--- config.mk ---
export PLATFORM = sky130hd
export DESIGN_NAME = hazard_stall_controller
export DESIGN_NICKNAME = d
export VERILOG_FILES = /design/src/rtl/hazard_stall_controller.sv
export SDC_FILE = /design/constraint.sdc
export NUM_CORES = 1
export LEC_CHECK = 0
export ABC_CLOCK_PERIOD_IN_PS = 5500
export BUFFER_PORTS_ARGS = -buffer_cell sky130_fd_sc_hd__buf_4
export CORE_AREA = 2 2 103 105
export DETAILED_ROUTE_END_ITERATION = 10
export DIE_AREA = 0 0 105 107
export GPL_TIMING_DRIVEN = 1
export HOLD_SLACK_MARGIN = 0.15
export PLACE_DENSITY_LB_ADDON = 0.15
export SYNTH_ARGS = -nofsm -noshare
export SYNTH_HDL_FRONTEND = slang
export SYNTH_SLANG_ARGS = --single-unit
--- constraint.sdc ---
create_clock -name clk -period 5.5 [get_ports clk]
set_input_delay 0.275 -clock clk [delete_from_list [all_inputs] [get_ports clk]]
set_output_delay 0.275 -clock clk [all_outputs]
set_load 0.1 [all_outputs]
--- src/rtl/hazard_stall_controller.sv ---
// hazard_stall_controller
// Pipeline sequencing for the 5-stage RV32 core. It decides when the IF, ID
// and EX stages advance, hold or take a bubble. Three events are handled:
//   - load-use stalls found in ID
//   - taken-branch flushes resolved in EX
//   - multi-cycle holds while the shared iterative mul/div unit works in EX
// It also keeps stall and flush event counters for performance monitoring.
module hazard_stall_controller #(
    parameter int MD_LATENCY = 4,   // EX cycles per mul/div op, incl. completion (2..16)
    parameter int CNT_W      = 32   // performance counter width
) (
    input  logic             clk,
    input  logic             rst_n,
    input  logic [4:0]       if_id_rs1,
    input  logic [4:0]       if_id_rs2,
    input  logic             if_id_use_rs1,
    input  logic             if_id_use_rs2,
    input  logic [4:0]       id_ex_rd,
    input  logic             id_ex_mem_read,
    input  logic             ex_branch_taken,
    input  logic             ex_muldiv_valid,
    output logic             pc_write,
    output logic             if_id_write,
    output logic             if_id_flush,
    output logic             id_ex_write,
    output logic             id_ex_flush,
    output logic             ex_m_bubble,
    output logic             md_start,
    output logic             md_result_valid,
    output logic [CNT_W-1:0] stall_count,
    output logic [CNT_W-1:0] flush_count
);

    typedef enum logic [1:0] {
        MD_IDLE = 2'd0,
        MD_BUSY = 2'd1,
        MD_DONE = 2'd2
    } md_state_t;

    localparam int MD_CNT_W = 4;
    // Cycles spent in MD_BUSY after the start cycle, minus one (counter hits
    // zero on the last busy cycle). Unused when the op needs no busy cycles.
    localparam logic [MD_CNT_W-1:0] MD_CNT_LOAD =
        (MD_LATENCY > 2) ? MD_CNT_W'(MD_LATENCY - 3) : {MD_CNT_W{1'b0}};
    localparam logic [MD_CNT_W-1:0] MD_CNT_ONE = {{(MD_CNT_W-1){1'b0}}, 1'b1};
    localparam logic [CNT_W-1:0]    CNT_ONE    = {{(CNT_W-1){1'b0}}, 1'b1};

    md_state_t           md_state_r;
    md_state_t           md_state_next_s;
    logic [MD_CNT_W-1:0] md_cnt_r;
    logic [MD_CNT_W-1:0] md_cnt_next_s;
    logic [CNT_W-1:0]    stall_count_r;
    logic [CNT_W-1:0]    flush_count_r;
    logic                load_use_s;
    logic                flush_evt_s;

    // Load-use hazard: the EX load writes a register the ID instruction reads (x0 exempt).
    always_comb begin
        load_use_s = 1'b0;
        if (id_ex_mem_read && (id_ex_rd != 5'd0) &&
            ((if_id_use_rs1 && (if_id_rs1 == id_ex_rd)) ||
             (if_id_use_rs2 && (if_id_rs2 == id_ex_rd)))) begin
            load_use_s = 1'b1;
        end else begin
            load_use_s = 1'b0;
        end
    end

    // Next-state and stage-control decode; priority is mul/div > branch > load-use.
    always_comb begin
        md_state_next_s = md_state_r;
        md_cnt_next_s   = md_cnt_r;
        pc_write        = 1'b1;
        if_id_write     = 1'b1;
        if_id_flush     = 1'b0;
        id_ex_write     = 1'b1;
        id_ex_flush     = 1'b0;
        ex_m_bubble     = 1'b0;
        md_start        = 1'b0;
        md_result_valid = 1'b0;
        flush_evt_s     = 1'b0;

        if (rst_n) begin
            case (md_state_r)
                MD_IDLE: begin
                    if (ex_muldiv_valid) begin
                        md_start        = 1'b1;
                        ex_m_bubble     = 1'b1;
                        pc_write        = 1'b0;
                        if_id_write     = 1'b0;
                        id_ex_write     = 1'b0;
                        md_cnt_next_s   = MD_CNT_LOAD;
                        md_state_next_s = (MD_LATENCY > 2) ? MD_BUSY : MD_DONE;
                    end else if (ex_branch_taken) begin
                        if_id_flush = 1'b1;
                        id_ex_flush = 1'b1;
                        flush_evt_s = 1'b1;
                    end else if (load_use_s) begin
                        pc_write    = 1'b0;
                        if_id_write = 1'b0;
                        id_ex_flush = 1'b1;
                    end else begin
                        md_state_next_s = MD_IDLE;
                    end
                end
                MD_BUSY: begin
                    ex_m_bubble = 1'b1;
                    pc_write    = 1'b0;
                    if_id_write = 1'b0;
                    id_ex_write = 1'b0;
                    if (md_cnt_r == {MD_CNT_W{1'b0}}) begin
                        md_state_next_s = MD_DONE;
                    end else begin
                        md_cnt_next_s = md_cnt_r - MD_CNT_ONE;
                    end
                end
                MD_DONE: begin
                    // ex_muldiv_valid here belongs to the retiring op.
                    md_result_valid = 1'b1;
                    md_state_next_s = MD_IDLE;
                end
                default: begin
                    md_state_next_s = MD_IDLE;
                    md_cnt_next_s   = {MD_CNT_W{1'b0}};
                end
            endcase
        end else begin
            // While reset is held the pipeline sees plain defaults.
            md_state_next_s = MD_IDLE;
            md_cnt_next_s   = {MD_CNT_W{1'b0}};
        end
    end

    // Mul/div sequencer state and down-counter.
    always_ff @(posedge clk) begin
        if (!rst_n) begin
            md_state_r <= MD_IDLE;
            md_cnt_r   <= {MD_CNT_W{1'b0}};
        end else begin
            md_state_r <= md_state_next_s;
            md_cnt_r   <= md_cnt_next_s;
        end
    end

    // Performance counters: stalled cycles and taken-branch flushes, wrapping.
    always_ff @(posedge clk) begin
        if (!rst_n) begin
            stall_count_r <= {CNT_W{1'b0}};
            flush_count_r <= {CNT_W{1'b0}};
        end else begin
            if (!pc_write) begin
                stall_count_r <= stall_count_r + CNT_ONE;
            end else begin
                stall_count_r <= stall_count_r;
            end
            if (flush_evt_s) begin
                flush_count_r <= flush_count_r + CNT_ONE;
            end else begin
                flush_count_r <= flush_count_r;
            end
        end
    end

    assign stall_count = stall_count_r;
    assign flush_count = flush_count_r;

endmodule
==> flow_summary.html, run 1 <==
<table>
<tr><th>Metric</th><th>Value</th></tr>
<tr><th colspan="2">Placed design</th></tr>
<tr><td>Port Buf Inserts</td><td>93</td></tr>
<tr><td>Worst slack at placement</td><td>2.95 ns</td></tr>
<tr><td>Weighted congestion at the end of routability-driven global placement</td><td>0.799</td></tr>
<tr><td>Final HPWL DP</td><td>between 6000 and 7000 um</td></tr>
<tr><th colspan="2">Worst hold path</th></tr>
<tr><td>Class of the most critical hold timing path</td><td>in -&gt; reg</td></tr>
<tr><td>Worst Hold Launch</td><td>ex_muldiv_valid</td></tr>
<tr><td>Hold Crit Depth</td><td>4</td></tr>
<tr><td>End of the worst hold path</td><td>flush_count[1]</td></tr>
<tr><th colspan="2">Route</th></tr>
<tr><td>Wire length after detailed routing</td><td>around 9100 um</td></tr>
<tr><td>Residual DRC</td><td>0</td></tr>
<tr><td>DRC marker count from the first detailed-route iteration</td><td>100</td></tr>
<tr><td>Final ANT Viol Nets</td><td>0</td></tr>
<tr><td>Wire per inst</td><td>approximately 14 um</td></tr>
<tr><td>Total number of vias</td><td>around 3300</td></tr>
<tr><td>Drt pass-1 iters</td><td>4</td></tr>
<tr><td>Routed via count divided by cell count</td><td>5.07</td></tr>
<tr><th colspan="2">STA</th></tr>
<tr><td>Number of pins exceeding their max-slew limit in the final report</td><td>0</td></tr>
<tr><td>Final setup TNS</td><td>0 ns</td></tr>
<tr><td>Maximum clock frequency</td><td>roughly 370 MHz</td></tr>
<tr><td>Slew at the pin closest to its max-slew limit</td><td>around 0.9 ns</td></tr>
<tr><td>Total setup violations reported at the end of the flow</td><td>0</td></tr>
<tr><td>Relative max-transition margin</td><td>38.6%</td></tr>
<tr><td>Period utilisation layout</td><td>49.6%</td></tr>
<tr><td>Setup repair after global routing missed its margin</td><td>no</td></tr>
<tr><td>Post-route worst setup slack</td><td>~2.8 ns</td></tr>
<tr><td>Final critical path time including I/O delays and setup</td><td>2.73 ns</td></tr>
<tr><td>Worst Clk Skew</td><td>0.00719 ns</td></tr>
<tr><td>Worst slack on hold paths</td><td>a little under 0.3 ns</td></tr>
<tr><td>Final hold violations</td><td>0</td></tr>
<tr><th colspan="2">Clocking</th></tr>
<tr><td>Number of cells upsized or downsized after cts</td><td>0</td></tr>
<tr><td>Max Buffers Root-to-Sink</td><td>2</td></tr>
<tr><td>Clock tree from TritonCTS</td><td>yes</td></tr>
<tr><td>Number of hold-repair buffers added at the cts stage</td><td>0</td></tr>
<tr><td>Clk root buf</td><td>sky130_fd_sc_hd__clkbuf_8</td></tr>
<tr><td>Post-CTS Setup Bufs</td><td>0</td></tr>
<tr><td>Sinks on Clock Net</td><td>70</td></tr>
<tr><td>Clock buffer count from CTS</td><td>9</td></tr>
<tr><td>Max H-tree Level</td><td>3</td></tr>
<tr><td>Clock network latency to the later pin of the worst-skew pair</td><td>between 0.3 and 0.4 ns</td></tr>
<tr><td>Register clock-pin slew on the reported worst setup and hold paths</td><td>roughly 0.07 ns</td></tr>
<tr><th colspan="2">Synth</th></tr>
<tr><td>Number of distinct library cell variants in the gate-level netlist after synthesis</td><td>between 40 and 50</td></tr>
<tr><td>Count of mapped cells out of synthesis</td><td>around 420</td></tr>
<tr><td>Yosys warning total</td><td>0</td></tr>
<tr><td>Number of enable-type register cells in the synthesized netlist</td><td>0</td></tr>
<tr><td>Post-synthesis instance area</td><td>0.00348 sq mm</td></tr>
<tr><td>Post-synthesis register bit count</td><td>70</td></tr>
<tr><td>Most used flip-flop cell after synthesis</td><td>sky130_fd_sc_hd__dfxtp_1</td></tr>
<tr><td>Mean area per synthesized cell</td><td>8.30 sq um</td></tr>
<tr><td>Fraction of the yosys area taken by sequential cells</td><td>approximately 40%</td></tr>
<tr><td>Mapped Nets</td><td>~440</td></tr>
<tr><td>Proportion of register bits with asynchronous set or reset after synthesis</td><td>0%</td></tr>
<tr><th colspan="2">Final layout</th></tr>
<tr><td>Share of cells above drive strength 1</td><td>a little under a quarter</td></tr>
<tr><td>Commonest non-fill, non-tap cells in the layout</td><td>95 x sky130_fd_sc_hd__buf_4, 70 x sky130_fd_sc_hd__dfxtp_1, 45 x sky130_fd_sc_hd__nor2_1</td></tr>
<tr><td>Area growth, synth to finish</td><td>27.9%</td></tr>
<tr><td>Leading cell type in the layout, fill and taps excluded</td><td>sky130_fd_sc_hd__buf_4</td></tr>
<tr><td>Post-layout net count</td><td>between 500 and 600</td></tr>
<tr><td>Final antenna diode count</td><td>0</td></tr>
<tr><th colspan="2">Job</th></tr>
<tr><td>Maximum capacitance violations</td><td>0</td></tr>
<tr><th colspan="2">Floorplan</th></tr>
<tr><td>Die outline area</td><td>approximately 0.011 sq mm</td></tr>
<tr><td>I/O pin total</td><td>94</td></tr>
<tr><td>Area of the core region</td><td>between 0.01 and 0.015 sq mm</td></tr>
<tr><td>Die span in x</td><td>approximately 110 um</td></tr>
<tr><td>Number of cell rows</td><td>37</td></tr>
<tr><td>Initial Util</td><td>roughly a third</td></tr>
<tr><td>Die Height</td><td>around 110 um</td></tr>
<tr><th colspan="2">Setup path</th></tr>
<tr><td>Largest stage delay on the critical path</td><td>between 0.5 and 0.6 ns</td></tr>
<tr><td>Depth of the worst register-to-register path</td><td>5</td></tr>
<tr><td>Maximum fanout encountered on the critical timing path</td><td>52</td></tr>
<tr><td>Required time reported for the critical path endpoint</td><td>between 5 and 6 ns</td></tr>
<tr><td>Critical path class</td><td>reg -&gt; out</td></tr>
<tr><td>Crit path cell chain</td><td>nor4b_2 &gt; nor2_1 &gt; a31oi_4 &gt; buf_4 &gt; buf_4</td></tr>
<tr><td>End of the worst register-to-register path</td><td>flush_count[20]</td></tr>
<tr><td>Cell seen most often among critical-path stages</td><td>sky130_fd_sc_hd__buf_4</td></tr>
<tr><td>Worst R2R Start</td><td>md_state_r[0]</td></tr>
<tr><td>Endpoint arrival time on the critical path</td><td>about 2.5 ns</td></tr>
<tr><td>CP startpoint kind</td><td>register</td></tr>
<tr><td>Setup slack of the worst register-to-register path</td><td>2.99 ns</td></tr>
<tr><td>Worst-path cell with the longest stage delay</td><td>sky130_fd_sc_hd__nor4b_2</td></tr>
<tr><td>First element of the critical path</td><td>md_state_r[0]</td></tr>
<tr><td>Critical path endpoint category</td><td>output pin</td></tr>
<tr><th colspan="2">Global routing</th></tr>
<tr><td>Number of global-route vias before repair</td><td>slightly above 3000</td></tr>
<tr><td>Maximum number of pins on one net before global-route repair</td><td>between 50 and 60</td></tr>
<tr><td>First-pass GRT wire length</td><td>~15000 um</td></tr>
<tr><td>GRT Resource Usage Total</td><td>roughly 17%</td></tr>
<tr><td>Overflow left after global routing</td><td>0</td></tr>
<tr><td>Antenna violations before repair</td><td>0</td></tr>
<tr><th colspan="2">Outcome</th></tr>
<tr><td>Outcome</td><td>finished, final reports clean</td></tr>
<tr><th colspan="2">Power and ir drop</th></tr>
<tr><td>Power, Total</td><td>around 1.1 mW</td></tr>
<tr><td>LEAKAGE</td><td>about 1.7 nW</td></tr>
<tr><td>Pwr/cell area</td><td>248 mW/mm^2</td></tr>
<tr><td>Highest ir drop seen on vdd</td><td>approximately 0.094 mV</td></tr>
</table>
[metal layers]
layer | track usage, % | vias to the layer above | routed length (um)
met4 | 6.86 | 0 | 174
met1 | 20.4 | 1519 | 4100
met2 | 28.4 | 62 | 4370
li1 | - | 1679 | -
met5 | 0 | - | 0
met3 | 3.59 | 15 | 443
[per-stage QoR]
step | utilization [%] | area [sq um] | instances
after floorplan | - | 3480 | 419
after global placement | 42.4 | 4280 | 630
after detailed placement | 42.4 | 4280 | 630
after CTS | 44.1 | 4450 | 646
after global routing | 44.1 | 4450 | 646
final | 44.1 | 4450 | 646
[cell usage after synthesis, types with 7 or more instances]
cell,count,share of area [%]
sky130_fd_sc_hd__inv_1,8,0.86
sky130_fd_sc_hd__and4_1,7,1.8
sky130_fd_sc_hd__xor2_1,19,4.8
sky130_fd_sc_hd__o21ai_0,16,2.3
sky130_fd_sc_hd__or3_1,16,2.9
sky130_fd_sc_hd__dfxtp_1,70,40
sky130_fd_sc_hd__nand3_1,22,3.2
sky130_fd_sc_hd__clkbuf_1,13,1.4
sky130_fd_sc_hd__xnor2_1,22,5.5
sky130_fd_sc_hd__o31ai_1,8,1.7
sky130_fd_sc_hd__a21oi_1,29,4.2
sky130_fd_sc_hd__nor2_1,45,4.9
sky130_fd_sc_hd__nand2_1,38,4.1
sky130_fd_sc_hd__and3_1,13,2.3
sky130_fd_sc_hd__nand4_1,19,3.4
sky130_fd_sc_hd__or4_1,11,2.4
sky130_fd_sc_hd__nand2b_1,7,1.3
[power breakdown]
| part | total (mW) | internal, mW | switching (mW) | leakage [nW] |
|---|---|---|---|---|
| registers | 0.536 | 0.520 | 0.0159 | 0.565 |
| logic | 0.198 | 0.0610 | 0.137 | 1.04 |
| clock network | 0.369 | 0.174 | 0.195 | 0.0861 |
| total | 1.10 | 0.755 | 0.348 | 1.69 |
[logic make-up after synthesis]
group,count (synthesis),synth area share (%)
AND/OR/NAND/NOR,206,32.2
flip-flops,70,40.3
AO/OA/AOI/OAI,66,11.1
XOR/XNOR,41,10.3
buffers and inverters,28,3.63
multiplexers,5,1.44
adder cells (fa/ha/maj),3,1.08
[worst max-delay path: cells and delay by family, from the launching register on]
| kind | cells | cell delay [ns] |
|---|---|---|
| buffers and inverters | 2 | 0.79 |
| DFF | 1 | 0.40 |
| and+or+nand+nor | 2 | 0.72 |
| AOI/OAI and AO/OA | 1 | 0.18 |
[final cells by class]
class / instances / area [sq um]
clock inverter: 4 / 22.5
clock buffer: 12 / 145
inverter: 8 / 30.0
timing repair buffer: 95 / 713
fill: 1044 / 5640
tap: 136 / 170
sequential: 70 / 1400
multi-input combinational: 321 / 1970
[how the worst max path moves through the flow]
| stage | to | cells after the start |
|---|---|---|
| after global placement | flush_count[31] | 6 |
| after detailed placement | flush_count[27] | 6 |
| final | pc_write | 5 |
| after global routing | pc_write | 5 |
| after CTS | pc_write | 5 |
| after floorplan | pc_write | 8 |
[state kept, by name (all words and copies together), names as in the netlist]
register / cells
md_state_r: 2
flush_count: 32
md_cnt_r: 4
stall_count: 32
(Power assumes the default switching activity.)
==> inputs of run 2 (changes only) <==
--- a/config.mk
+++ b/config.mk
@@ -5,7 +5,7 @@
 export SDC_FILE = /design/constraint.sdc
 export NUM_CORES = 1
 export LEC_CHECK = 0
-export ABC_CLOCK_PERIOD_IN_PS = 5500
+export ABC_CLOCK_PERIOD_IN_PS = 2500
 export BUFFER_PORTS_ARGS = -buffer_cell sky130_fd_sc_hd__buf_4
 export CORE_AREA = 2 2 103 105
 export DETAILED_ROUTE_END_ITERATION = 10
==> constraint.sdc (replaced) <==
create_clock -name clk -period 2.5 [get_ports clk]
set_input_delay 0.125 -clock clk [delete_from_list [all_inputs] [get_ports clk]]
set_output_delay 0.125 -clock clk [all_outputs]
set_load 0.1 [all_outputs]
==> flow_summary.html, run 2 (synthesis gave the netlist of run 1 again) <==
<table>
<tr><th>Metric</th><th>Value</th></tr>
<tr><th colspan="2">Outcome</th></tr>
<tr><td>Outcome</td><td>finished, final reports clean</td></tr>
<tr><th colspan="2">Setup path</th></tr>
<tr><td>End of the worst register-to-register path</td><td>stall_count[27]</td></tr>
<tr><td>Worst-path cell with the longest stage delay</td><td>sky130_fd_sc_hd__dlygate4sd3_1</td></tr>
<tr><td>Depth of the worst register-to-register path</td><td>7 (+2)</td></tr>
<tr><td>Endpoint arrival time on the critical path</td><td>2.63 ns (+0.17 ns)</td></tr>
<tr><td>Required time reported for the critical path endpoint</td><td>2.76 ns (-2.46 ns)</td></tr>
<tr><td>Largest stage delay on the critical path</td><td>0.53 ns (about the same)</td></tr>
<tr><td>CP startpoint kind</td><td>input pin</td></tr>
<tr><td>Maximum fanout encountered on the critical timing path</td><td>21 (-60%)</td></tr>
<tr><td>Worst R2R Start</td><td>md_state_r[1]</td></tr>
<tr><td>Crit path cell chain</td><td>dlygate4sd3_1 &gt; buf_4 &gt; nand2b_1 &gt; nor2_1 &gt; a31oi_4 &gt; buf_12 &gt; or4_1 &gt; a21oi_1</td></tr>
<tr><td>CP Buf/Inv Count</td><td>3 (+1)</td></tr>
<tr><td>Setup slack of the worst register-to-register path</td><td>0.23 ns (-2.76 ns)</td></tr>
<tr><td>Critical path class</td><td>in -&gt; reg</td></tr>
<tr><td>Critical path endpoint category</td><td>register</td></tr>
<tr><td>Top Family by Delay on Critical Path</td><td>buffers and inverters</td></tr>
<tr><th colspan="2">Route</th></tr>
<tr><td>Wire length after detailed routing</td><td>9430 um (+3.8%)</td></tr>
<tr><td>Wire per inst</td><td>14.2 um (+0.94%)</td></tr>
<tr><td>Final ANT Viol Nets</td><td>0 (unchanged)</td></tr>
<tr><td>DRC marker count from the first detailed-route iteration</td><td>115 (+15%)</td></tr>
<tr><td>Routed via count divided by cell count</td><td>5.14 (+1.4%)</td></tr>
<tr><td>Drt pass-1 iters</td><td>4 (unchanged)</td></tr>
<tr><td>Residual DRC</td><td>0 (unchanged)</td></tr>
<tr><td>Total number of vias</td><td>3415 (+4.3%)</td></tr>
<tr><th colspan="2">Placed design</th></tr>
<tr><td>Placed instance area</td><td>0.00447 sq mm (+4.5%)</td></tr>
<tr><td>Worst slack at placement</td><td>0.240 ns (-2.71 ns)</td></tr>
<tr><td>Port Buf Inserts</td><td>93 (unchanged)</td></tr>
<tr><td>Final HPWL DP</td><td>6730 um (+4.3%)</td></tr>
<tr><td>Weighted congestion at the end of routability-driven global placement</td><td>0.761 (-4.7%)</td></tr>
<tr><th colspan="2">Final layout</th></tr>
<tr><td>Area growth, synth to finish</td><td>35.4%</td></tr>
<tr><td>Post-layout net count</td><td>548 (+3.4%)</td></tr>
<tr><td>Final design instance area without fill</td><td>0.00471 sq mm (+5.9%)</td></tr>
<tr><td>Final cell utilization of the core</td><td>46.7% (+2.6 points)</td></tr>
<tr><td>Final-layout fill cell count</td><td>1038 (-0.57%)</td></tr>
<tr><td>Leading cell type in the layout, fill and taps excluded</td><td>sky130_fd_sc_hd__buf_4</td></tr>
<tr><td>Commonest non-fill, non-tap cells in the layout</td><td>110 x sky130_fd_sc_hd__buf_4, 45 x sky130_fd_sc_hd__nor2_1, 38 x sky130_fd_sc_hd__nand2_1</td></tr>
<tr><td>Share of cells above drive strength 1</td><td>32.8% (+9.4 points)</td></tr>
<tr><td>Final antenna diode count</td><td>0 (unchanged)</td></tr>
<tr><th colspan="2">STA</th></tr>
<tr><td>Final hold violations</td><td>0 (unchanged)</td></tr>
<tr><td>Final critical path time including I/O delays and setup</td><td>between 2 and 2.5 ns</td></tr>
<tr><td>Post-route worst setup slack</td><td>0.133 ns (-2.64 ns)</td></tr>
<tr><td>Period utilisation layout</td><td>roughly 95%</td></tr>
<tr><td>Relative max-transition margin</td><td>56.3% (+18 points)</td></tr>
<tr><td>Worst Clk Skew</td><td>0.00771 ns (+0.000524 ns)</td></tr>
<tr><td>Maximum clock frequency</td><td>~420 MHz</td></tr>
<tr><td>Total setup violations reported at the end of the flow</td><td>0 (unchanged)</td></tr>
<tr><td>Number of pins exceeding their max-slew limit in the final report</td><td>0 (unchanged)</td></tr>
<tr><td>Setup repair after global routing missed its margin</td><td>no</td></tr>
<tr><td>Slew at the pin closest to its max-slew limit</td><td>0.656 ns (-0.257 ns)</td></tr>
<tr><th colspan="2">Floorplan</th></tr>
<tr><td>Die span in x</td><td>105 um (unchanged)</td></tr>
<tr><td>Area of the core region</td><td>0.0101 sq mm (unchanged)</td></tr>
<tr><td>Die outline area</td><td>0.0112 sq mm (unchanged)</td></tr>
<tr><td>Die Height</td><td>107 um (unchanged)</td></tr>
<tr><td>I/O pin total</td><td>94 (unchanged)</td></tr>
<tr><td>Initial Util</td><td>34.5% (unchanged)</td></tr>
<tr><td>Number of cell rows</td><td>37 (unchanged)</td></tr>
<tr><th colspan="2">Clocking</th></tr>
<tr><td>Register clock-pin slew on the reported worst setup and hold paths</td><td>0.07 ns (about the same)</td></tr>
<tr><td>Clock buffer count from CTS</td><td>9 (unchanged)</td></tr>
<tr><td>Clk root buf</td><td>sky130_fd_sc_hd__clkbuf_8</td></tr>
<tr><td>Max H-tree Level</td><td>3 (unchanged)</td></tr>
<tr><td>Max Buffers Root-to-Sink</td><td>2 (unchanged)</td></tr>
<tr><td>Post-CTS Setup Bufs</td><td>0 (unchanged)</td></tr>
<tr><td>Clock network latency to the later pin of the worst-skew pair</td><td>0.34 ns (about the same)</td></tr>
<tr><td>Clock tree from TritonCTS</td><td>yes</td></tr>
<tr><td>Sinks on Clock Net</td><td>70 (unchanged)</td></tr>
<tr><th colspan="2">Worst hold path</th></tr>
<tr><td>Hold Crit Depth</td><td>4 (unchanged)</td></tr>
<tr><td>Worst Hold Launch</td><td>ex_muldiv_valid</td></tr>
<tr><td>End of the worst hold path</td><td>md_cnt_r[3]</td></tr>
<tr><td>Class of the most critical hold timing path</td><td>in -&gt; reg</td></tr>
<tr><th colspan="2">Power and ir drop</th></tr>
<tr><td>Power, Total</td><td>2.67 mW (+140%)</td></tr>
<tr><td>Highest ir drop seen on vdd</td><td>0.255 mV (+170%)</td></tr>
<tr><td>Pwr/cell area</td><td>567 mW/mm^2 (+130%)</td></tr>
<tr><td>LEAKAGE</td><td>1.81 nW (+7.4%)</td></tr>
<tr><th colspan="2">Global routing</th></tr>
<tr><td>Overflow left after global routing</td><td>0 (unchanged)</td></tr>
<tr><td>First-pass GRT wire length</td><td>15100 um (about the same)</td></tr>
<tr><td>Antenna violations before repair</td><td>0 (unchanged)</td></tr>
<tr><td>Maximum number of pins on one net before global-route repair</td><td>39 (-26%)</td></tr>
<tr><td>Number of global-route vias before repair</td><td>3080 (-0.68%)</td></tr>
<tr><td>GRT Resource Usage Total</td><td>16.7% (-0.024 points)</td></tr>
<tr><th colspan="2">Job</th></tr>
<tr><td>Maximum capacitance violations</td><td>0 (unchanged)</td></tr>
</table>
==> run 2: cell count changes in the layout (fill, tap and decap cells not counted), sizes merged <==
cell and change:
a31oi +1, buf +16, inv -2, dlygate4sd3 +1, bufinv +2
==> run 2: worst max-delay path by stage <==
stage | startpoint | to | slack (ns) | cells after the start
floorplan | md_state_r[1] | pc_write | -0.36 | 8
global placement | md_state_r[1] | flush_count[20] | 0.29 | 5
detailed placement | id_ex_rd[1] | stall_count[27] | 0.24 | 8
CTS | md_state_r[1] | pc_write | 0.05 | 5
global route | md_state_r[1] | pc_write | 0.02 | 5
finish | rst_n | stall_count[27] | 0.13 | 8
==> run 2: area by class of cell <==
type / count / area, sq um / area share (%)
clock buffer: 12 / 145 / 3.08
clock inverter: 4 / 70.1 / 1.49
inverter: 8 / 33.8 / 0.717
multi-input combinational: 322 / 1990 / 42.3
sequential: 70 / 1440 / 30.7
tap: 136 / 170 / 3.61
timing repair buffer: 112 / 856 / 18.2
==> run 2: power breakdown <==
group          switching (mW)  total (mW)  internal, mW
Clock                   0.420        1.01         0.587
Combinational           0.329       0.492         0.164
Sequential             0.0255        1.17          1.14
Total                   0.774        2.67          1.89
==> run 2: per-layer routing <==
layer | share of wire, % | track usage (%)
met1 | 45 | 20.4
met2 | 48 | 28.1
met3 | 5.7 | 5.59
met4 | 1.0 | 4.38
met5 | 0 | 0
==> run 2: tightest hold or removal path, cell delays in order <==
cell                      delay [ns]
sky130_fd_sc_hd__buf_4          0.12
sky130_fd_sc_hd__nand2_1        0.05
sky130_fd_sc_hd__nand3_1        0.12
sky130_fd_sc_hd__nor2_1         0.06
==> run 2: per-stage QoR <==
stage	std cells	hold WS, ns	TNS (ns)
floorplan	419	0.304	-2.31
global placement	646	0.457	0
detailed placement	646	0.472	0
CTS	663	0.174	0
global route	664	0.182	0
finish	664	0.177	0
==> run 2: what timing repair did <==
action | in CTS | in global routing
hold endpoints to repair | 1 | 0
setup endpoints to repair | 0 | 2
gates resized for setup | 0 | 0
hold buffers | 1 | 0
